<file path="src/rtl/mem_arb_pkg.sv">
// Shared types and constants for the fetch/data memory arbiter.
package mem_arb_pkg;

  typedef enum logic [1:0] {
    ST_IDLE = 2'd0,
    ST_BUSY = 2'd1,
    ST_RESP = 2'd2
  } state_t;

  typedef enum logic {
    OWN_IF = 1'b0,
    OWN_D  = 1'b1
  } owner_t;

  localparam logic [1:0] FETCH_MASKMODE = 2'b10;

endpackage

</file>
<file path="src/rtl/mem_arb_watchdog.sv">
// Cycle counter for an outstanding memory transaction; expire flags the last allowed cycle.
module mem_arb_watchdog #(
  parameter int unsigned TIMEOUT = 255
) (
  input  logic clk,
  input  logic rst,
  input  logic clear,
  input  logic enable,
  output logic expire
);

  localparam logic [7:0] LAST = 8'(TIMEOUT - 1);

  logic [7:0] cnt;

  always_ff @(posedge clk) begin
    if (rst || clear) cnt <= '0;
    else if (enable)  cnt <= cnt + 8'd1;
  end

  assign expire = (cnt == LAST);

endmodule

</file>
<file path="src/rtl/mem_arbiter.sv">
// Round-robin arbiter sharing one req/ack memory port between instruction fetch and load/store.
module mem_arbiter
  import mem_arb_pkg::*;
#(
  parameter int unsigned DATA_WIDTH = 32,
  parameter int unsigned TIMEOUT    = 255
) (
  input  logic                  clk,
  input  logic                  rst,
  input  logic                  if_req,
  input  logic [DATA_WIDTH-1:0] if_addr,
  output logic                  if_ready,
  output logic [DATA_WIDTH-1:0] if_rdata,
  output logic                  if_err,
  input  logic                  d_req,
  input  logic                  d_we,
  input  logic [DATA_WIDTH-1:0] d_addr,
  input  logic [DATA_WIDTH-1:0] d_wdata,
  input  logic [1:0]            d_maskmode,
  input  logic                  d_sext,
  output logic                  d_ready,
  output logic [DATA_WIDTH-1:0] d_rdata,
  output logic                  d_err,
  output logic                  mem_req,
  output logic                  mem_we,
  output logic [DATA_WIDTH-1:0] mem_addr,
  output logic [DATA_WIDTH-1:0] mem_wdata,
  output logic [1:0]            mem_maskmode,
  output logic                  mem_sext,
  input  logic                  mem_ack,
  input  logic [DATA_WIDTH-1:0] mem_rdata
);

  state_t state, state_n;
  owner_t owner, last_grant, grant_own;
  logic   grant, done, expire, wd_en;
  logic [DATA_WIDTH-1:0] resp_data;

  mem_arb_watchdog #(.TIMEOUT(TIMEOUT)) u_wd (
    .clk   (clk),
    .rst   (rst),
    .clear (grant),
    .enable(wd_en),
    .expire(expire)
  );

  always_comb begin
    state_n   = state;
    grant     = 1'b0;
    grant_own = OWN_IF;
    done      = 1'b0;
    unique case (state)
      ST_IDLE: begin
        if (if_req || d_req) begin
          grant = 1'b1;
          // On a tie the side that did not win last time goes next.
          if (if_req && d_req) grant_own = (last_grant == OWN_IF) ? OWN_D : OWN_IF;
          else                 grant_own = d_req ? OWN_D : OWN_IF;
          state_n = ST_BUSY;
        end
      end
      ST_BUSY: begin
        if (mem_ack || expire) begin
          done    = 1'b1;
          state_n = ST_RESP;
        end
      end
      ST_RESP: state_n = ST_IDLE;
      default: state_n = ST_IDLE;
    endcase
  end

  assign wd_en     = (state == ST_BUSY) && !mem_ack;
  assign resp_data = (mem_ack && !mem_we) ? mem_rdata : '0;

  always_ff @(posedge clk) begin
    if (rst) begin
      state        <= ST_IDLE;
      owner        <= OWN_IF;
      last_grant   <= OWN_IF;
      mem_we       <= 1'b0;
      mem_addr     <= '0;
      mem_wdata    <= '0;
      mem_maskmode <= '0;
      mem_sext     <= 1'b0;
      if_rdata     <= '0;
      if_err       <= 1'b0;
      d_rdata      <= '0;
      d_err        <= 1'b0;
    end else begin
      state <= state_n;
      if (grant) begin
        owner      <= grant_own;
        last_grant <= grant_own;
        if (grant_own == OWN_D) begin
          mem_we       <= d_we;
          mem_addr     <= d_addr;
          mem_wdata    <= d_wdata;
          mem_maskmode <= d_maskmode;
          mem_sext     <= d_sext;
        end else begin
          mem_we       <= 1'b0;
          mem_addr     <= if_addr;
          mem_wdata    <= '0;
          mem_maskmode <= FETCH_MASKMODE;
          mem_sext     <= 1'b0;
        end
      end
      // An ack arriving in the expiry cycle still completes normally.
      if (done) begin
        if (owner == OWN_D) begin
          d_rdata <= resp_data;
          d_err   <= !mem_ack;
        end else begin
          if_rdata <= resp_data;
          if_err   <= !mem_ack;
        end
      end
    end
  end

  assign mem_req  = (state == ST_BUSY);
  assign if_ready = (state == ST_RESP) && (owner == OWN_IF);
  assign d_ready  = (state == ST_RESP) && (owner == OWN_D);

endmodule

</file>
<file path="config.mk">
export PLATFORM = sky130hd
export DESIGN_NAME = mem_arbiter
export DESIGN_NICKNAME = d
export VERILOG_FILES = /design/src/rtl/mem_arb_pkg.sv /design/src/rtl/mem_arb_watchdog.sv /design/src/rtl/mem_arbiter.sv
export SDC_FILE = /design/constraint.sdc
export NUM_CORES = 1
export LEC_CHECK = 0
export BUFFER_PORTS_ARGS = -buffer_cell sky130_fd_sc_hd__buf_2
export CAP_MARGIN = 20
export CORE_ASPECT_RATIO = 0.9
export CORE_UTILIZATION = 40
export CTS_CLUSTER_DIAMETER = 150
export DETAILED_ROUTE_END_ITERATION = 10
export PLACE_DENSITY = 0.66
export SLEW_MARGIN = 20
export SYNTH_ARGS = -nofsm -noshare
export SYNTH_HDL_FRONTEND = slang
export SYNTH_SLANG_ARGS = --single-unit
export TNS_END_PERCENT = 5
</file>
<file path="constraint.sdc">
create_clock -name clk -period 4 [get_ports clk]
set_input_delay 1 -clock clk [delete_from_list [all_inputs] [get_ports clk]]
set_output_delay 1 -clock clk [all_outputs]
set_load 0.05 [all_outputs]
</file>
==> flow_metrics.py, run 1 <==
metrics = {
    "place": {
        "final_hpwl_from_detailed_placement_um": 12150,
        "routabilityCongestion": 0.8707,
        "io_buffer_count": 273,
    },
    "cells_and_area": {
        "antenna_cells": 0,
        "area_growth_syn_to_fin_pct": 30.38,
        "finish.net_count": 977,
        "layout_cell_share_with_drive_strength_beyond_1_pct": 37.85,
        "n_fill_cell": 1358,
        "layout.core_utilization_pct": 53.43,
    },
    "worst_setup_path": {
        "critical_path.endpoint_type": "output pin",
        "worst-setup-path-type": "reg -> out",
        "endpoint_arrival_time_on_the_critical_path_ps": 1530,
        "critical_path.max_fanout": 11,
        "cp_data_required_time_ps": 3000,
        "setup.worst_path.start_class": "register",
    },
    "sta": {
        "finalHoldViolations": 0,
        "grt_setup_unrepaired": "false",
        "timing.hold.ws_ps": 462.1,
        "max-slew-margin-rel_pct": 30.02,
        "final.setup.tns_ps": 0,
        "final.setup_skew_ps": 8.082,
        "timing.final.setup_violations": 0,
        "worstMarginPinSlew_ps": 1050,
        "final_period_minus_worst_setup_slack_ps": 2534,
        "fmax_mhz": 394.6,
        "timing.final.max_slew_violations": 0,
        "final_clock_period_utilization_by_the_worst_path_pct": 63.35,
    },
    "clock_network": {
        "cts_tree": "built",
        "post_cts_setup_repair_buffer_count": 0,
        "post_cts_resized": 0,
        "clk_latency_ps": 420,
        "clk_transition_reported_paths_ps": 60,
        "h-tree-depth": 4,
        "max-clock-path-buffers": 2,
        "cts-buffers-inserted": 17,
        "cts.sink_count": 145,
        "clock-root-buffer": "sky130_fd_sc_hd__clkbuf_16",
        "holdBufCountCts": 0,
    },
    "yosys": {
        "cell_taking_the_most_area_after_synthesis": "sky130_fd_sc_hd__dfxtp_1",
        "synth-warning-count": 0,
        "yosys_most_used_dff": "sky130_fd_sc_hd__dfxtp_1",
        "synth-seq-cells": 145,
        "postSynth.asyncResetShare_pct": 0,
        "synthesis.nets": 755,
        "synth_top_cells_by_area": "sky130_fd_sc_hd__dfxtp_1 48%, sky130_fd_sc_hd__a311oi_1 9.3%, sky130_fd_sc_hd__a31oi_1 6.7%, sky130_fd_sc_hd__nor4_1 6.6%, sky130_fd_sc_hd__a22o_1 5.1%",
        "postSynthCellCount": 616,
        "number_of_synthesized_flops_with_an_enable_pin": 0,
        "number_of_distinct_library_cells_after_synthesis": 45,
        "synth_area_um2": 6030,
        "synthDominantCellAreaShare_pct": 48.14,
        "yosysSeqAreaShare_pct": 48.14,
        "syn_area_per_cell_um2": 9.788,
    },
    "routing": {
        "drt-wirelength-per-cell_um": 17.65,
        "drt_wl_total_um": 18460,
        "ant_nets": 0,
        "drt-pass1-iter-count": 7,
        "num_vias": 6188,
        "drt_iter0_markers": 510,
        "vias_per_std_cell": 5.916,
        "drc": 0,
    },
    "floorplanning": {
        "core_um2": 14710,
        "initial_core_util_pct": 40.98,
        "die_w_um": 131.4,
        "boundaryPins": 274,
        "floorplan.die.height_um": 118.5,
        "core_rows": 42,
        "design.die.area_um2": 15570,
    },
    "global_route": {
        "overflow": 0,
        "grt_first_pass_wirelength_um": 29750,
        "antenna_found_initial": 0,
        "gr-usage-all-layers_pct": 23.55,
        "pin_count_of_the_biggest_net_entering_global_routing": 69,
        "via_count_of_the_first_global_routing_pass": 5984,
    },
    "pwr": {
        "worst_ir_drop_vdd_v": 0.0002841,
        "pwr_density_cell_nw_per_um2": 481.5,
        "power.static_leakage_uw": 0.003299,
    },
    "job": {
        "cap_violations": 0,
    },
    "min_path": {
        "holdCritPathClass": "reg -> reg",
    },
    "outcome": {
        "status": "complete, no violations",
    },
}
-- kinds of logic after synthesis --
family          count (synthesis)  synth area share [%]
simple gates                  129                 12.64
xor+xnor                        2                0.2906
compound gates                251                 31.09
fa+ha+maj                       2                0.4150
buf+inv                        87                 7.429
flops                         145                 48.14
-- final timing paths --
| path | startpoint | slack [ps] | to | cells after the start |
|---|---|---|---|---|
| max | state[1]$_SDFFE_PP0P_ | 1470 | if_ready | 2 |
| min | d_err$_SDFFE_PP0P_ | 460 | d_err$_SDFFE_PP0P_ | 1 |
| max reg2reg | state[1]$_SDFFE_PP0P_ | 1720 | u_wd.cnt[1]$_SDFFE_PP0P_ | 3 |
| min reg2reg | d_err$_SDFFE_PP0P_ | 460 | d_err$_SDFFE_PP0P_ | 1 |
-- through the flow --
step	area [um^2]	setup WS, ps	total power, uW	std cells
after floorplan	6030	1345	2198	616
after global placement	7348	1297	2393	1017
after detailed placement	7348	1237	2413	1017
after CTS	7861	1442	3818	1046
after global routing	7861	1368	3947	1046
final	7861	1466	3785	1046
-- power by group --
group	internal (uW)	switching, uW	total, uW
clock network	826	572	1400
registers	1530	49.7	1580
logic	216	591	807
total	2570	1210	3790
-- worst max-delay path: stages (launching register included) --
cell                      delay (ps)
sky130_fd_sc_hd__dfxtp_1         570
sky130_fd_sc_hd__nor3b_1         230
sky130_fd_sc_hd__buf_2           310
-- area by class of cell --
class                   count  area (um^2)  area share, %
multi-input cells         384         2708          34.44
repair buffers            285         1471          18.72
inverters                   5        18.77         0.2387
clock buffers              23        478.0          6.080
flip-flops and latches    145         2903          36.92
clock inverters             6        35.03         0.4456
well taps                 198        247.7          3.151
-- registers in the layout, indices dropped and copies added, names as in the netlist --
name and count:
mem_wdata 32, if_rdata 32, if_err 1, state 2, mem_maskmode 2, d_rdata 32
mem_we 1, mem_addr 32, u_wd.cnt 8, mem_sext 1, last_grant 1, d_err 1
-- metal layers --
metal,part of all wire [%],track usage (%)
met1,42,28.85
met2,48,37.90
met3,7.1,7.508
met4,2.8,10.10
met5,0,0
-- synth_stat cells, types with 2 or more instances --
master / n
sky130_fd_sc_hd__ha_1: 2
sky130_fd_sc_hd__nand2_1: 36
sky130_fd_sc_hd__nor3b_1: 4
sky130_fd_sc_hd__nor2b_1: 2
sky130_fd_sc_hd__buf_4: 13
sky130_fd_sc_hd__a21oi_1: 39
sky130_fd_sc_hd__o21a_1: 3
sky130_fd_sc_hd__a2111oi_0: 32
sky130_fd_sc_hd__nand3_1: 2
sky130_fd_sc_hd__a311oi_1: 64
sky130_fd_sc_hd__a21o_1: 2
sky130_fd_sc_hd__o31ai_1: 3
sky130_fd_sc_hd__a31oi_1: 65
sky130_fd_sc_hd__buf_2: 28
sky130_fd_sc_hd__xnor2_1: 2
sky130_fd_sc_hd__and3b_1: 2
sky130_fd_sc_hd__o21ai_0: 2
sky130_fd_sc_hd__a22o_1: 35
sky130_fd_sc_hd__clkbuf_1: 35
sky130_fd_sc_hd__nor2_1: 4
sky130_fd_sc_hd__dfxtp_1: 145
sky130_fd_sc_hd__buf_6: 5
sky130_fd_sc_hd__inv_1: 4
sky130_fd_sc_hd__nor4_1: 64
sky130_fd_sc_hd__or4_1: 3
-- cells in the final DEF (no fill, tap or decap), drive strengths merged, types with 2 or more instances in the layout --
cell type | synthesis | routed
a21oi | 40 | 40
a311oi | 64 | 64
xnor2 | 2 | 2
a31oi | 65 | 65
clkinvlp | 0 | 2
o21a | 3 | 3
nor2 | 5 | 5
nor2b | 2 | 2
nand2 | 36 | 36
o21ai | 3 | 3
a2111oi | 32 | 32
o31ai | 3 | 3
clkinv | 1 | 5
a21o | 2 | 2
or4 | 3 | 3
nor4 | 64 | 64
dfxtp | 145 | 145
buf | 47 | 285
clkbuf | 35 | 23
nand3 | 2 | 2
nor3b | 5 | 5
ha | 2 | 2
inv | 4 | 4
a22o | 35 | 35
and3b | 2 | 2
or2 | 2 | 2
(Power assumes the default switching activity.)
==> run 2, diff against run 1 <==
==> constraint.sdc (replaced) <==
create_clock -name clk -period 2.5 [get_ports clk]
set_input_delay 0.625 -clock clk [delete_from_list [all_inputs] [get_ports clk]]
set_output_delay 0.625 -clock clk [all_outputs]
set_load 0.05 [all_outputs]
==> flow_metrics.py, run 2 (synthesized netlist as in run 1, its figures left out) <==
metrics = {
    "worst_setup_path": {
        "cp_data_required_time_ps": 1880,
        "worst-setup-path-type": "reg -> out",
        "setup.worst_path.start_class": "register",
        "critical_path_buf_inv_count": 1,
        "delay_of_the_slowest_cell_on_the_worst_path_ps": 620,
        "standard_cell_with_the_maximum_stage_delay_on_the_critical_path": "sky130_fd_sc_hd__dfxtp_1",
        "critical_path.max_fanout": 11,
        "critical_path.endpoint_type": "output pin",
        "path_cells": "nor3b_1 -> buf_2",
        "cp_delay_by_family_top": "flip-flops",
        "endpoint_arrival_time_on_the_critical_path_ps": 1590,
    },
    "sta": {
        "max-slew-margin-rel_pct": 32.16,
        "fmax_mhz": 451.7,
        "final_period_minus_worst_setup_slack_ps": 2214,
        "finalHoldViolations": 0,
        "final.setup.tns_ps": 0,
        "final.setup_skew_ps": 8.278,
        "timing.final.max_slew_violations": 0,
        "timing.final.setup_violations": 0,
        "grt_setup_unrepaired": "false",
        "timing.hold.ws_ps": 419.0,
        "final_clock_period_utilization_by_the_worst_path_pct": 88.55,
        "worstMarginPinSlew_ps": 1015,
    },
    "cells_and_area": {
        "layout_commonest_cell": "sky130_fd_sc_hd__buf_2",
        "finalNonFillerCells": 1065,
        "layout_cell_share_with_drive_strength_beyond_1_pct": 39.38,
        "seqCellArea_um2": 2903,
        "finish.net_count": 992,
        "layout.cell_area.non_filler_um2": 8143,
        "most_frequent_cells_in_the_layout": "272 x sky130_fd_sc_hd__buf_2, 145 x sky130_fd_sc_hd__dfxtp_1, 65 x sky130_fd_sc_hd__a31oi_1",
        "layout.core_utilization_pct": 55.34,
        "n_fill_cell": 1323,
        "multi_input_gate_area_in_the_final_layout_um2": 2708,
        "area_growth_syn_to_fin_pct": 35.05,
    },
    "floorplanning": {
        "core_um2": 14710,
        "floorplan.die.height_um": 118.5,
        "die_w_um": 131.4,
        "design.die.area_um2": 15570,
        "boundaryPins": 274,
        "initial_core_util_pct": 40.98,
        "core_rows": 42,
    },
    "global_route": {
        "antenna_found_initial": 1,
        "overflow": 0,
        "via_count_of_the_first_global_routing_pass": 5982,
        "gr-usage-all-layers_pct": 23.71,
        "pin_count_of_the_biggest_net_entering_global_routing": 68,
        "grt_first_pass_wirelength_um": 29860,
    },
    "routing": {
        "drt_wl_total_um": 19120,
        "drt_iter0_markers": 520,
        "drt-pass1-iter-count": 5,
        "num_vias": 6344,
        "drt-wirelength-per-cell_um": 17.95,
        "ant_nets": 0,
        "drc": 0,
        "vias_per_std_cell": 5.957,
    },
    "clock_network": {
        "clk_latency_ps": 410,
        "post_cts_setup_repair_buffer_count": 0,
        "clk_transition_reported_paths_ps": 60,
        "cts-buffers-inserted": 17,
        "clock-root-buffer": "sky130_fd_sc_hd__clkbuf_16",
        "max-clock-path-buffers": 2,
        "h-tree-depth": 4,
        "post_cts_resized": 0,
        "cts_tree": "built",
        "holdBufCountCts": 0,
        "cts.sink_count": 145,
    },
    "min_path": {
        "holdCritPathClass": "in -> reg",
    },
    "pwr": {
        "pwr_density_cell_nw_per_um2": 793.8,
        "power.share.clock_pct": 40.0,
        "p_sw_uw": 2033,
        "power.static_leakage_uw": 0.003429,
        "switching_share_pct": 31.45,
        "power.share.sequential_pct": 39.2,
        "internal_power_uw": 4431,
        "combinationalPowerShare_pct": 20.8,
        "worst_ir_drop_vdd_v": 0.0004859,
    },
    "job": {
        "cap_violations": 0,
    },
    "outcome": {
        "status": "complete, no violations",
    },
    "place": {
        "io_buffer_count": 273,
        "routabilityCongestion": 0.7893,
        "placed_area_um2": 7536,
        "dp.cells": 1032,
        "final_hpwl_from_detailed_placement_um": 12800,
    },
}
[run 2: changes by cell type in the layout (fill, tap and decap cells not counted)]
cell | previous run | this run
sky130_fd_sc_hd__clkinv_4 | 0 | 2
sky130_fd_sc_hd__buf_12 | 1 | 7
sky130_fd_sc_hd__clkinvlp_4 | 2 | 4
sky130_fd_sc_hd__clkinv_2 | 4 | 3
sky130_fd_sc_hd__inv_6 | 0 | 1
sky130_fd_sc_hd__buf_4 | 12 | 21
sky130_fd_sc_hd__clkbuf_1 | 3 | 1
sky130_fd_sc_hd__bufinv_16 | 0 | 3
sky130_fd_sc_hd__diode_2 | 0 | 1
sky130_fd_sc_hd__clkbuf_8 | 3 | 1
[run 2: worst paths after layout]
kind | depth (start not counted) | startpoint | to | slack [ps]
worst max register to register | 6 | u_wd.cnt[0]$_SDFFE_PP0P_ | d_rdata[20]$_SDFFE_PP0P_ | 330
worst min-delay path | 2 | d_wdata[15] | mem_wdata[15]$_SDFFE_PP0P_ | 420
worst max-delay path | 2 | state[1]$_SDFFE_PP0P_ | if_ready | 290
worst min register to register | 1 | d_err$_SDFFE_PP0P_ | d_err$_SDFFE_PP0P_ | 470
[run 2: metal layers]
metal,wire length [um],vias up,track usage (%)
met3,1363,39,6.607
li1,-,2992,-
met5,0,-,0
met2,9516,301,39.85
met4,455,0,10.10
met1,7781,3012,28.31
[run 2: through the flow]
| stage | power, uW | worst slack, ps |
|---|---|---|
| finish | 6464 | 286.3 |
| global route | 6711 | 173.8 |
| CTS | 6518 | 291.9 |
| detailed placement | 3911 | 367.5 |
| global placement | 3878 | 448.6 |
| floorplan | 3518 | 219.6 |
[run 2: power by group through the flow]
stage	registers [uW]	clock network, uW	logic (uW)
after floorplan	3020	0	502
after global placement	2570	0	1300
after detailed placement	2580	0	1330
after CTS	2530	2650	1340
after global routing	2550	2750	1420
final	2530	2590	1340
[run 2: final cells by class]
type                            count  share of cell area [%]
Sequential cell                   145                   35.65
Multi-Input combinational cell    384                   33.25
Timing Repair Buffer              300                   20.37
Clock buffer                       19                   5.439
Tap cell                          198                   3.042
Clock inverter                     13                   1.982
Inverter                            5                  0.2305
Antenna cell                        1                 0.03073
[run 2: worst register-to-register path: cells and delay by family (launching register included)]
| kind | cells | cell delay (ps) |
|---|---|---|
| AO/OA/AOI/OAI | 2 | 950 |
| buffers and inverters | 2 | 410 |
| flip-flops | 1 | 340 |
| AND/OR/NAND/NOR | 1 | 180 |
| adder cells (fa/ha/maj) | 1 | 150 |
==> run 3, diff against run 2 <==
==> constraint.sdc (replaced) <==
create_clock -name clk -period 2.5 [get_ports clk]
set_input_delay 0.5 -clock clk [delete_from_list [all_inputs] [get_ports clk]]
set_output_delay 0.5 -clock clk [all_outputs]
set_load 0.05 [all_outputs]
==> flow_metrics.py, run 3 (synthesized netlist as in run 1, its figures left out) <==
metrics = {
    "outcome": {
        "status": "complete, no violations",
    },
    "clock_network": {
        "clk_latency_ps": 420,
        "cts_tree": "built",
        "holdBufCountCts": 0,
        "clk_transition_reported_paths_ps": 60,
        "clock-root-buffer": "sky130_fd_sc_hd__clkbuf_16",
        "cts.sink_count": 145,
        "post_cts_setup_repair_buffer_count": 0,
        "post_cts_resized": 0,
        "max-clock-path-buffers": 2,
        "h-tree-depth": 4,
        "cts-buffers-inserted": 17,
    },
    "sta": {
        "grt_setup_unrepaired": "false",
        "final_period_minus_worst_setup_slack_ps": 2084,
        "timing.final.setup_violations": 0,
        "worst_setup_margin_ps": 416.2,
        "timing.final.max_slew_violations": 0,
        "final_clock_period_utilization_by_the_worst_path_pct": 83.35,
        "finalHoldViolations": 0,
        "final.setup_skew_ps": 7.730,
        "fmax_mhz": 479.9,
        "max-slew-margin-rel_pct": 41.39,
        "final.setup.tns_ps": 0,
        "worstMarginPinSlew_ps": 879.2,
    },
    "floorplanning": {
        "core_um2": 14710,
        "floorplan.die.height_um": 118.5,
        "die_w_um": 131.4,
        "boundaryPins": 274,
        "initial_core_util_pct": 40.98,
        "core_rows": 42,
        "design.die.area_um2": 15570,
    },
    "routing": {
        "vias_per_std_cell": 5.904,
        "num_vias": 6241,
        "drt-pass1-iter-count": 5,
        "drt_wl_total_um": 18680,
        "drt_iter0_markers": 429,
        "drt-wirelength-per-cell_um": 17.68,
        "ant_nets": 0,
        "drc": 0,
    },
    "worst_setup_path": {
        "setup.worst_path.start_class": "register",
        "critical_path.endpoint_type": "output pin",
        "cp_data_required_time_ps": 2000,
        "worst-setup-path-type": "reg -> out",
        "worst_reg2reg_path_depth": 4,
        "endpoint_arrival_time_on_the_critical_path_ps": 1580,
        "critical_path.max_fanout": 11,
    },
    "cells_and_area": {
        "layout_commonest_cell": "sky130_fd_sc_hd__buf_2",
        "layout.cell_area.non_filler_um2": 8034,
        "finish.net_count": 985,
        "layout_cell_share_with_drive_strength_beyond_1_pct": 38.81,
        "area_growth_syn_to_fin_pct": 33.24,
        "most_frequent_cells_in_the_layout": "272 x sky130_fd_sc_hd__buf_2, 145 x sky130_fd_sc_hd__dfxtp_1, 65 x sky130_fd_sc_hd__a31oi_1",
    },
    "place": {
        "routabilityCongestion": 0.7964,
        "placed_area_um2": 7471,
        "final_hpwl_from_detailed_placement_um": 12340,
        "io_buffer_count": 273,
        "dpl_worst_slack_ps": 415.3,
    },
    "pwr": {
        "pwr_density_cell_nw_per_um2": 782.7,
        "power.static_leakage_uw": 0.003380,
        "power.total_uw": 6288,
        "worst_ir_drop_vdd_v": 0.0004639,
    },
    "global_route": {
        "grt_first_pass_wirelength_um": 29380,
        "gr-usage-all-layers_pct": 23.24,
        "antenna_found_initial": 1,
        "pin_count_of_the_biggest_net_entering_global_routing": 97,
        "via_count_of_the_first_global_routing_pass": 5797,
        "overflow": 0,
    },
    "min_path": {
        "min_path_cells": 2,
        "holdCritPathClass": "in -> reg",
    },
    "job": {
        "cap_violations": 0,
    },
}
[run 3: area by class of cell]
type / instances / area (um^2)
clock buffer: 19 / 442.9
clock inverter: 12 / 117.6
inverter: 5 / 18.77
antenna: 1 / 2.502
multi-input combinational: 384 / 2708
sequential: 145 / 2903
fill: 1365 / 6680
tap: 198 / 247.7
timing repair buffer: 293 / 1594
[run 3: per-stage QoR]
step                util [%]  hold slack (ps)  std cells
global route           54.60            273.8       1057
floorplan                  -            451.7        616
detailed placement     50.77            453.2       1025
global placement       50.77            448.5       1025
finish                 54.60            288.4       1057
CTS                    54.58            274.6       1056
[run 3: power breakdown]
group | switching [uW] | total (uW) | internal (uW)
Combinational | 954 | 1330 | 375
Sequential | 79.6 | 2530 | 2450
Clock | 958 | 2430 | 1470
Total | 1990 | 6290 | 4300
[run 3: per-layer routing]
metal  wire length (um)  vias to the layer above  GRT usage (%)
met5                  0                        -              0
met4                407                        0          9.230
met3               1230                       31          6.564
met2               9137                      265          38.46
met1               7909                     2977          28.43
li1                   -                     2968              -
[run 3: worst max-delay path: stages, from the launching register on]
cell	delay, ps
sky130_fd_sc_hd__dfxtp_1	580
sky130_fd_sc_hd__nor3b_1	260
sky130_fd_sc_hd__buf_2	320
[run 3: final timing paths]
check	startpoint	endpoint	slack, ps
setup / recovery	state[1]$_SDFFE_PP0P_	if_ready	420
hold / removal	d_wdata[14]	mem_wdata[14]$_SDFFE_PP0P_	290
setup reg to reg	state[1]$_SDFFE_PP0P_	mem_addr[20]$_SDFFE_PP0P_	530
hold reg to reg	d_err$_SDFFE_PP0P_	d_err$_SDFFE_PP0P_	460
